`src/rtl/bus_pkg.sv`:
```
// -----------------------------------------------------------------------------
// bus_pkg
// Shared types for the memory-port arbiter and its users.
//   arb_state_t : ownership state of the single memory port
//   bus_req_t   : one memory access as presented by a master (addr/wr/byt/wdata)
//   ADDR_WIDTH  : system memory address width (byte address)
//   DATA_WIDTH  : memory data width
// -----------------------------------------------------------------------------
package bus_pkg;

   localparam int ADDR_WIDTH = 16;
   localparam int DATA_WIDTH = 16;

   typedef enum logic [1:0] {
      ARB_CPU   = 2'd0,   // CPU owns the port, not stalled
      ARB_HAND  = 2'd1,   // CPU read data returns, CPU frozen
      ARB_DMA   = 2'd2,   // DMA owns the port
      ARB_DRAIN = 2'd3    // last DMA read returns, CPU address re-presented
   } arb_state_t;

   typedef struct packed {
      logic [ADDR_WIDTH-1:0] addr;
      logic                  wr;
      logic                  byt;
      logic [DATA_WIDTH-1:0] wdata;
   } bus_req_t;

   // Builds a request record from the individual master signals.
   function automatic bus_req_t make_req(input logic [ADDR_WIDTH-1:0] addr,
                                         input logic                  wr,
                                         input logic                  byt,
                                         input logic [DATA_WIDTH-1:0] wdata);
      bus_req_t r;
      r.addr  = addr;
      r.wr    = wr;
      r.byt   = byt;
      r.wdata = wdata;
      return r;
   endfunction

endpackage

```
`src/rtl/mem_bus_arbiter.sv`:
```
// -----------------------------------------------------------------------------
// mem_bus_arbiter
// Shares the single memory port between the CPU (default owner) and one
// secondary master (DMA / program loader). The CPU is frozen via cpu_stall
// while the DMA owns the port. A HAND cycle lets the CPU's in-flight read
// return before the DMA takes over, a DRAIN cycle lets the last DMA read
// return before the CPU gets the port back, and bursts are capped at
// MAX_BURST accesses so the CPU always gets at least one unstalled cycle.
//
// Ports
//   clk, rst                 clock, synchronous active-low reset
//   cpu_addr/wr/byt/wdata    CPU access request
//   cpu_rdata, cpu_stall     read data to CPU, CPU clock-enable (inverted)
//   dma_req/wr/byt/addr/wdata DMA access request (req held until dma_ack)
//   dma_ack                  access issued this cycle
//   dma_rvalid, dma_rdata    read data, cycle after a read's dma_ack
//   mem_addr/wr/byt/wdata    to memory / peripheral decode
//   mem_rdata                from memory, fixed 1-cycle read latency
// -----------------------------------------------------------------------------
module mem_bus_arbiter
   import bus_pkg::*;
#(
   parameter int MAX_BURST = 8
) (
   input  logic                  clk,
   input  logic                  rst,
   input  logic [ADDR_WIDTH-1:0] cpu_addr,
   input  logic                  cpu_wr,
   input  logic                  cpu_byt,
   input  logic [DATA_WIDTH-1:0] cpu_wdata,
   output logic [DATA_WIDTH-1:0] cpu_rdata,
   output logic                  cpu_stall,
   input  logic                  dma_req,
   input  logic                  dma_wr,
   input  logic                  dma_byt,
   input  logic [ADDR_WIDTH-1:0] dma_addr,
   input  logic [DATA_WIDTH-1:0] dma_wdata,
   output logic                  dma_ack,
   output logic                  dma_rvalid,
   output logic [DATA_WIDTH-1:0] dma_rdata,
   output logic [ADDR_WIDTH-1:0] mem_addr,
   output logic                  mem_wr,
   output logic                  mem_byt,
   output logic [DATA_WIDTH-1:0] mem_wdata,
   input  logic [DATA_WIDTH-1:0] mem_rdata
);

   localparam int               CNT_W    = $clog2(MAX_BURST + 1);
   localparam logic [CNT_W-1:0] CNT_MAX  = CNT_W'(MAX_BURST);
   localparam logic [CNT_W-1:0] CNT_LAST = CNT_W'(MAX_BURST - 1);

   arb_state_t            state_q, state_d;
   logic [CNT_W-1:0]      burst_cnt_q, burst_cnt_d;
   logic [DATA_WIDTH-1:0] hold_q, hold_d;
   logic                  cpu_own_q, cpu_own_d;   // previous access belonged to the CPU
   logic                  rvalid_q, rvalid_d;

   bus_req_t cpu_bus;
   bus_req_t dma_bus;
   bus_req_t mem_bus;
   logic     ack;
   logic     stall;

   always_comb begin
      cpu_bus = make_req(cpu_addr, cpu_wr, cpu_byt, cpu_wdata);
      dma_bus = make_req(dma_addr, dma_wr, dma_byt, dma_wdata);
   end

   // Next-state, burst counter, hold register and port mux.
   always_comb begin
      state_d     = state_q;
      burst_cnt_d = burst_cnt_q;
      hold_d      = hold_q;
      mem_bus     = cpu_bus;
      ack         = 1'b0;
      stall       = 1'b0;

      case (state_q)
         ARB_CPU: begin
            burst_cnt_d = '0;
            // Entering CPU always costs one unstalled cycle before HAND,
            // so the CPU cannot be starved even if dma_req never drops.
            if (dma_req) begin
               state_d = ARB_HAND;
            end
         end

         ARB_HAND: begin
            stall      = 1'b1;
            mem_bus.wr = 1'b0;          // frozen CPU must not repeat a write
            hold_d     = mem_rdata;     // answer to the CPU's last access
            state_d    = ARB_DMA;
         end

         ARB_DMA: begin
            stall   = 1'b1;
            mem_bus = dma_bus;
            if (dma_req) begin
               ack = 1'b1;
               if (burst_cnt_q != CNT_MAX) begin
                  burst_cnt_d = burst_cnt_q + CNT_W'(1);
               end
               if (burst_cnt_q >= CNT_LAST) begin
                  state_d = ARB_DRAIN;
               end
            end else begin
               mem_bus.wr = 1'b0;       // idle DMA slot, no access issued
               state_d    = ARB_DRAIN;
            end
         end

         ARB_DRAIN: begin
            stall       = 1'b1;
            mem_bus.wr  = 1'b0;
            burst_cnt_d = '0;
            state_d     = ARB_CPU;
         end

         default: begin
            state_d = ARB_CPU;
         end
      endcase

      rvalid_d  = ack & ~dma_wr;
      cpu_own_d = (state_q == ARB_CPU);
   end

   always_ff @(posedge clk) begin
      if (!rst) begin
         state_q     <= ARB_CPU;
         burst_cnt_q <= '0;
         hold_q      <= '0;
         cpu_own_q   <= 1'b0;
         rvalid_q    <= 1'b0;
      end else begin
         state_q     <= state_d;
         burst_cnt_q <= burst_cnt_d;
         hold_q      <= hold_d;
         cpu_own_q   <= cpu_own_d;
         rvalid_q    <= rvalid_d;
      end
   end

   // Reset takes effect on the outputs in the reset cycle itself: no write,
   // no ack and no pending read-valid may escape while rst is low.
   always_comb begin
      mem_addr   = mem_bus.addr;
      mem_byt    = mem_bus.byt;
      mem_wdata  = mem_bus.wdata;
      mem_wr     = mem_bus.wr & rst;
      dma_ack    = ack & rst;
      dma_rvalid = rvalid_q & rst;
      cpu_stall  = stall & rst;
      dma_rdata  = mem_rdata;
      // The CPU only sees live memory data when it owned the previous
      // access; otherwise it keeps the word captured in HAND.
      cpu_rdata  = cpu_own_q ? mem_rdata : hold_q;
   end

endmodule

```
`config.mk`:
```
export PLATFORM = sky130hd
export DESIGN_NAME = mem_bus_arbiter
export DESIGN_NICKNAME = d
export VERILOG_FILES = /design/src/rtl/bus_pkg.sv /design/src/rtl/mem_bus_arbiter.sv
export SDC_FILE = /design/constraint.sdc
export NUM_CORES = 1
export LEC_CHECK = 0
export ABC_AREA = 1
export CORE_MARGIN = 2
export CORE_UTILIZATION = 35
export CTS_BUF_LIST = sky130_fd_sc_hd__clkbuf_4 sky130_fd_sc_hd__clkbuf_8
export DETAILED_ROUTE_END_ITERATION = 12
export GPL_TIMING_DRIVEN = 0
export PLACE_DENSITY = 0.9
export SYNTH_ARGS = -nofsm -noshare
export SYNTH_HDL_FRONTEND = slang
export SYNTH_SLANG_ARGS = --single-unit
```
`constraint.sdc`:
```
create_clock -name clk -period 2.7 [get_ports clk]
set_clock_uncertainty 0.1 [all_clocks]
set_input_delay 0.54 -clock clk [delete_from_list [all_inputs] [get_ports clk]]
set_output_delay 0.54 -clock clk [all_outputs]
set_load 0.005 [all_outputs]
```
* After elaboration in Yosys (flattened, before gate mapping)
Cells that the tools add are included.
W data, S select, Z words.
** Word-level totals
- Bits in registers :: 24
- Latch bits :: 0
- Bits in writable memories :: 0
- Memories :: 0
- Memory bits (read-only) :: 0
- Output and inout port bits :: 69
- Logic and storage cells :: 43
** Cells by class
- Bitwise logic cells :: 6
- Eq/ne operators :: 8
- Multiplexer cells :: 15
- Div/mod/pow operators :: 0
- $mul :: 0
- Shift operators :: 0
- Reductions and logical operators :: 7
- Magnitude comparators :: 1
- Add/sub/neg operators :: 1
** Operators by type and width (count)
- $mux W16 :: 2
- $mux W17 :: 1
- $mux W4 :: 2
- $pmux W2 S4 :: 1
- $pmux W4 S2 :: 1
- $mux W2 :: 3
- $ne A2 B2 Y1 const B :: 3
- $and A1 B1 Y1 :: 5
- $add A4 B1 Y4 const B :: 1
- $eq A2 B2 Y1 const B :: 2
- $ge A4 B3 Y1 const B :: 1
- $mux W1 :: 4
- $ne A4 B4 Y1 const B :: 1
- $reduce_or A2 Y1 :: 2
- $ne A3 B3 Y1 const B :: 1
- $reduce_and A3 Y1 :: 1
- $reduce_or A3 Y1 :: 1
- $eq A2 B1 Y1 const B :: 1
- $logic_not A2 Y1 :: 1
- $pmux W1 S2 :: 1
- $reduce_and A2 Y1 :: 1
- $reduce_bool A2 Y1 :: 1
- $not A1 Y1 :: 1

* Depth between registers and ports, before layout
Gate-level depths: netlist of the first run.
- Depth after elaboration :: 4
- Mapped depth :: 9

* Worst setup path after synthesis of the first run
No wires, ideal clock.
- Path kind :: reg2out
- From :: register state_q[0]
- To :: output mem_addr[0]
- Data arrival time :: 1.173 ns
- Slack :: 0.887 ns
- Cell stages (with the launch flop) :: 8
- Cells stage by stage :: dfxtp_1 inv_1 ha_1 buf_4 inv_1 buf_4 nand2_1 nand2_1
** Between the ends
- Longest elaborated chain between the ends :: 2
** RTL lines
- start: declaration :: line mem_bus_arbiter.sv:52 : arb_state_t state_q, state_d;
- start signal: assignment :: line mem_bus_arbiter.sv:136 : state_q <= state_d;
- $eq A2 B2 Y1 :: line mem_bus_arbiter.sv:78 : case (state_q)
- $mux W16 :: line mem_bus_arbiter.sv:78
- end: declaration :: line mem_bus_arbiter.sv:41 : output logic [ADDR_WIDTH-1:0] mem_addr,
No other way between the ends.

* Worst setup path in the final report of the first run
- From :: register state_q[0]
- To :: output mem_addr[8]
The elaborated chain is that of the path after synthesis.

==> results.cfg, run 1 <==
[detailed_routing]
vias = 2414
drt-wirelength-per-cell_um = 12.9
avgViaCountPerCell = 4.58
drc = 0
drt_iter0_markers = 91
ant_nets = 0
first_pass_iters = 4
routed_wl_um = 6780

[run]
maxCapViolCount = 0

[timing]
worstMarginPinSlew_ns = 0.484
slew_headroom_pct = 67.8
fin_ws_ns = 0.0877
finalSetupViolations = 0
timing.fmax_mhz = 383
drv_slew = 0
fin_tns_setup_ns = 0
hold_violations = 0
fin_crit_sh_pct = 96.8
period_minus_slack_ns = 2.61

[power]
powerDensity_mw_per_mm2 = 776
p_leak_uw = 0.00158
power_uw = 2700
ir_drop_uv = 408

[yosys]
netlist_area_mm2 = 0.00177
synth_top_family_by_area = simple AND/OR/NAND/NOR gates
synth_compound_area_share_pct = 14.9
ys_seq_elements = 24
synthFlopType = dfxtp_1
synthXorXnorAreaFrac_pct = 0
seq_area_frac_synth_pct = 27.1
synth_edf_count = 0
synth_cells = 302
yosysWarnings = 0
syn_avg_cell_area_um2 = 5.87
synthSimpleGateAreaFrac_pct = 35.3
synth_mux_area_share_pct = 0
synthAdderAreaFrac_pct = 4.94
synth_cell_types = 18
async_flop_share_pct = 0
synth_nets = 396

[worst_setup_path]
ff2ff_path_depth = 6
worst-r2r-setup-slack_ns = 1.14
startpoint = state_q[0]
crit_path_end = mem_addr[8]
path_max_fanout = 10
worstPathRequired_ns = 2.06
timing.rr.end = hold_q[5]
path_cells = inv_1 > ha_2 > buf_6 > clkbuf_4 > nand2_1 > nand2_1 > clkdlybuf4s50_1
cp-end-kind = primary output
path_class = register to primary output
r2r-start = state_q[1]
slowest_stage = clkdlybuf4s50_1
cp.arrival_ns = 1.97
crit_top_cell = nand2_1
crit_path_start_kind = register
crit_path_max_incr_delay_ns = 0.51

[outcome]
outcome = finished clean

[finish]
drive_gt1_share_pct = 8.26
final_common_cell = clkdlybuf4s50_1
fin_cells = 527
fill_cells = 384
n_antenna_cell = 0
final_cell_mix = 151 x clkdlybuf4s50_1, 134 x nand2_1, 32 x o21ai_0
nets = 556
area_growth_pct = 96.0

[hold_path]
hold_path_class = register to register

[cts]
cts_max_level = 1
cts.sink_count = 24
cts_tree = yes
cts_buffer_depth = 2
clkLatencyLatePin_ns = 0.26
numCtsBuffers = 3
clk_pin_slew_ns = 0.08
cts_root_buffer = clkbuf_8
cts_setup_buffers = 0

[die]
die_w_um = 75.2
die_area_mm2 = 0.00565
core-area_mm2 = 0.00482
pin_count = 156
die_h_um = 75.2
rows = 25
start_util_pct = 36.8

[global_routing]
grt_usage_pct = 23.5
grt_pass1_wl_um = 10300
grt_overflow_total = 0
grt_max_degree = 13
grt_antenna_before_repair = 0
grt_pass1_vias = 2242

[place]
post-dp-hpwl_um = 5520
placedCellCount = 524
gp_congestion = 0.816
dp_slack_ns = -0.0404
portBuffers = 155
synth_stat cells, types with 3 or more instances:
| cell | count | area share [%] |
|---|---|---|
| a21oi_1 | 19 | 5.4 |
| ha_1 | 7 | 4.9 |
| buf_4 | 20 | 8.5 |
| inv_1 | 30 | 6.3 |
| nand2_1 | 134 | 28 |
| o21ai_0 | 32 | 9.0 |
| dfxtp_1 | 24 | 27 |
| nand4_1 | 3 | 1.1 |
| clkbuf_1 | 5 | 1.1 |
| nand3_1 | 5 | 1.4 |
| buf_2 | 6 | 1.7 |
| nor2_1 | 10 | 2.1 |
how the worst min path moves through the flow:
stage,slack (ns),endpoint,from,depth (start not counted)
after global placement,0.34,hold_q[14],hold_q[14],2
after detailed placement,0.35,hold_q[8],hold_q[8],2
after floorplan,0.32,hold_q[12],hold_q[12],2
after CTS,0.36,hold_q[12],hold_q[12],2
final,0.36,hold_q[8],hold_q[8],2
after global routing,0.38,hold_q[15],hold_q[15],2
power by group:
group | total (uW) | leakage, uW | switching, uW | internal [uW]
registers | 556 | 0.000198 | 57.8 | 498
clock network | 211 | 0.0000216 | 111 | 99.8
logic | 1930 | 0.00136 | 925 | 1000
per-stage QoR:
stage | instance area [um^2] | hold WS [ns] | util [%]
CTS | 3450 | 0.358 | 71.6
global placement | 3410 | 0.338 | 70.8
detailed placement | 3410 | 0.346 | 70.8
global route | 3480 | 0.379 | 72.2
finish | 3480 | 0.355 | 72.2
floorplan | 1770 | 0.324 | -
kinds of logic after synthesis:
logic type | count (synthesis)
and+or+nand+nor | 157
buffers and inverters | 62
AOI/OAI and AO/OA | 52
DFF | 24
adders and majority gates | 7
registers in the layout, summed over array words and instances, names as in the netlist:
name / flops
hold_q: 16
rvalid_q: 1
state_q: 2
burst_cnt_q: 4
cpu_own_q: 1
critical path, delay by kind of cell, from the launching register on:
family / cells / cell delay, ns
buffers and inverters: 4 / 1.00
DFF: 1 / 0.34
adders and majority gates: 1 / 0.23
and+or+nand+nor: 2 / 0.14
routing by layer:
layer | vias to the layer above | wire (um) | share of wire, % | global-route usage [%]
met3 | 20 | 771 | 11 | 6.69
met5 | - | 0 | 0 | 0
li1 | 1237 | - | - | -
met2 | 118 | 3240 | 48 | 42.7
met1 | 1039 | 2560 | 38 | 25.4
met4 | 0 | 204 | 3.0 | 9.75
repair_timing:
action / in CTS / in global routing
pin swaps: 0 / 0
endpoints found under the setup margin: 31 / 28
hold buffers: 0 / 0
resized for setup: 6 / 11
cell type report:
class	instances	area, um^2	area share (%)
buffer	31	224	6.44
sequential	24	482	13.9
inverter	31	119	3.42
timing repair buffer	155	1550	44.5
tap	67	83.8	2.41
multi-input combinational	216	981	28.2
clock buffer	3	41.3	1.19
No activity file was read; power rests on OpenSTA's default activity.
==> inputs of run 2 (changes only) <==
--- a/config.mk
+++ b/config.mk
@@ -10,6 +10,7 @@
 export CORE_UTILIZATION = 35
 export CTS_BUF_LIST = sky130_fd_sc_hd__clkbuf_4 sky130_fd_sc_hd__clkbuf_8
 export DETAILED_ROUTE_END_ITERATION = 12
+export GPL_ROUTABILITY_DRIVEN = 0
 export GPL_TIMING_DRIVEN = 0
 export PLACE_DENSITY = 0.9
 export SYNTH_ARGS = -nofsm -noshare
==> results of run 2 <==
The final DEF is identical to that of run 1; final timing and power are the same.
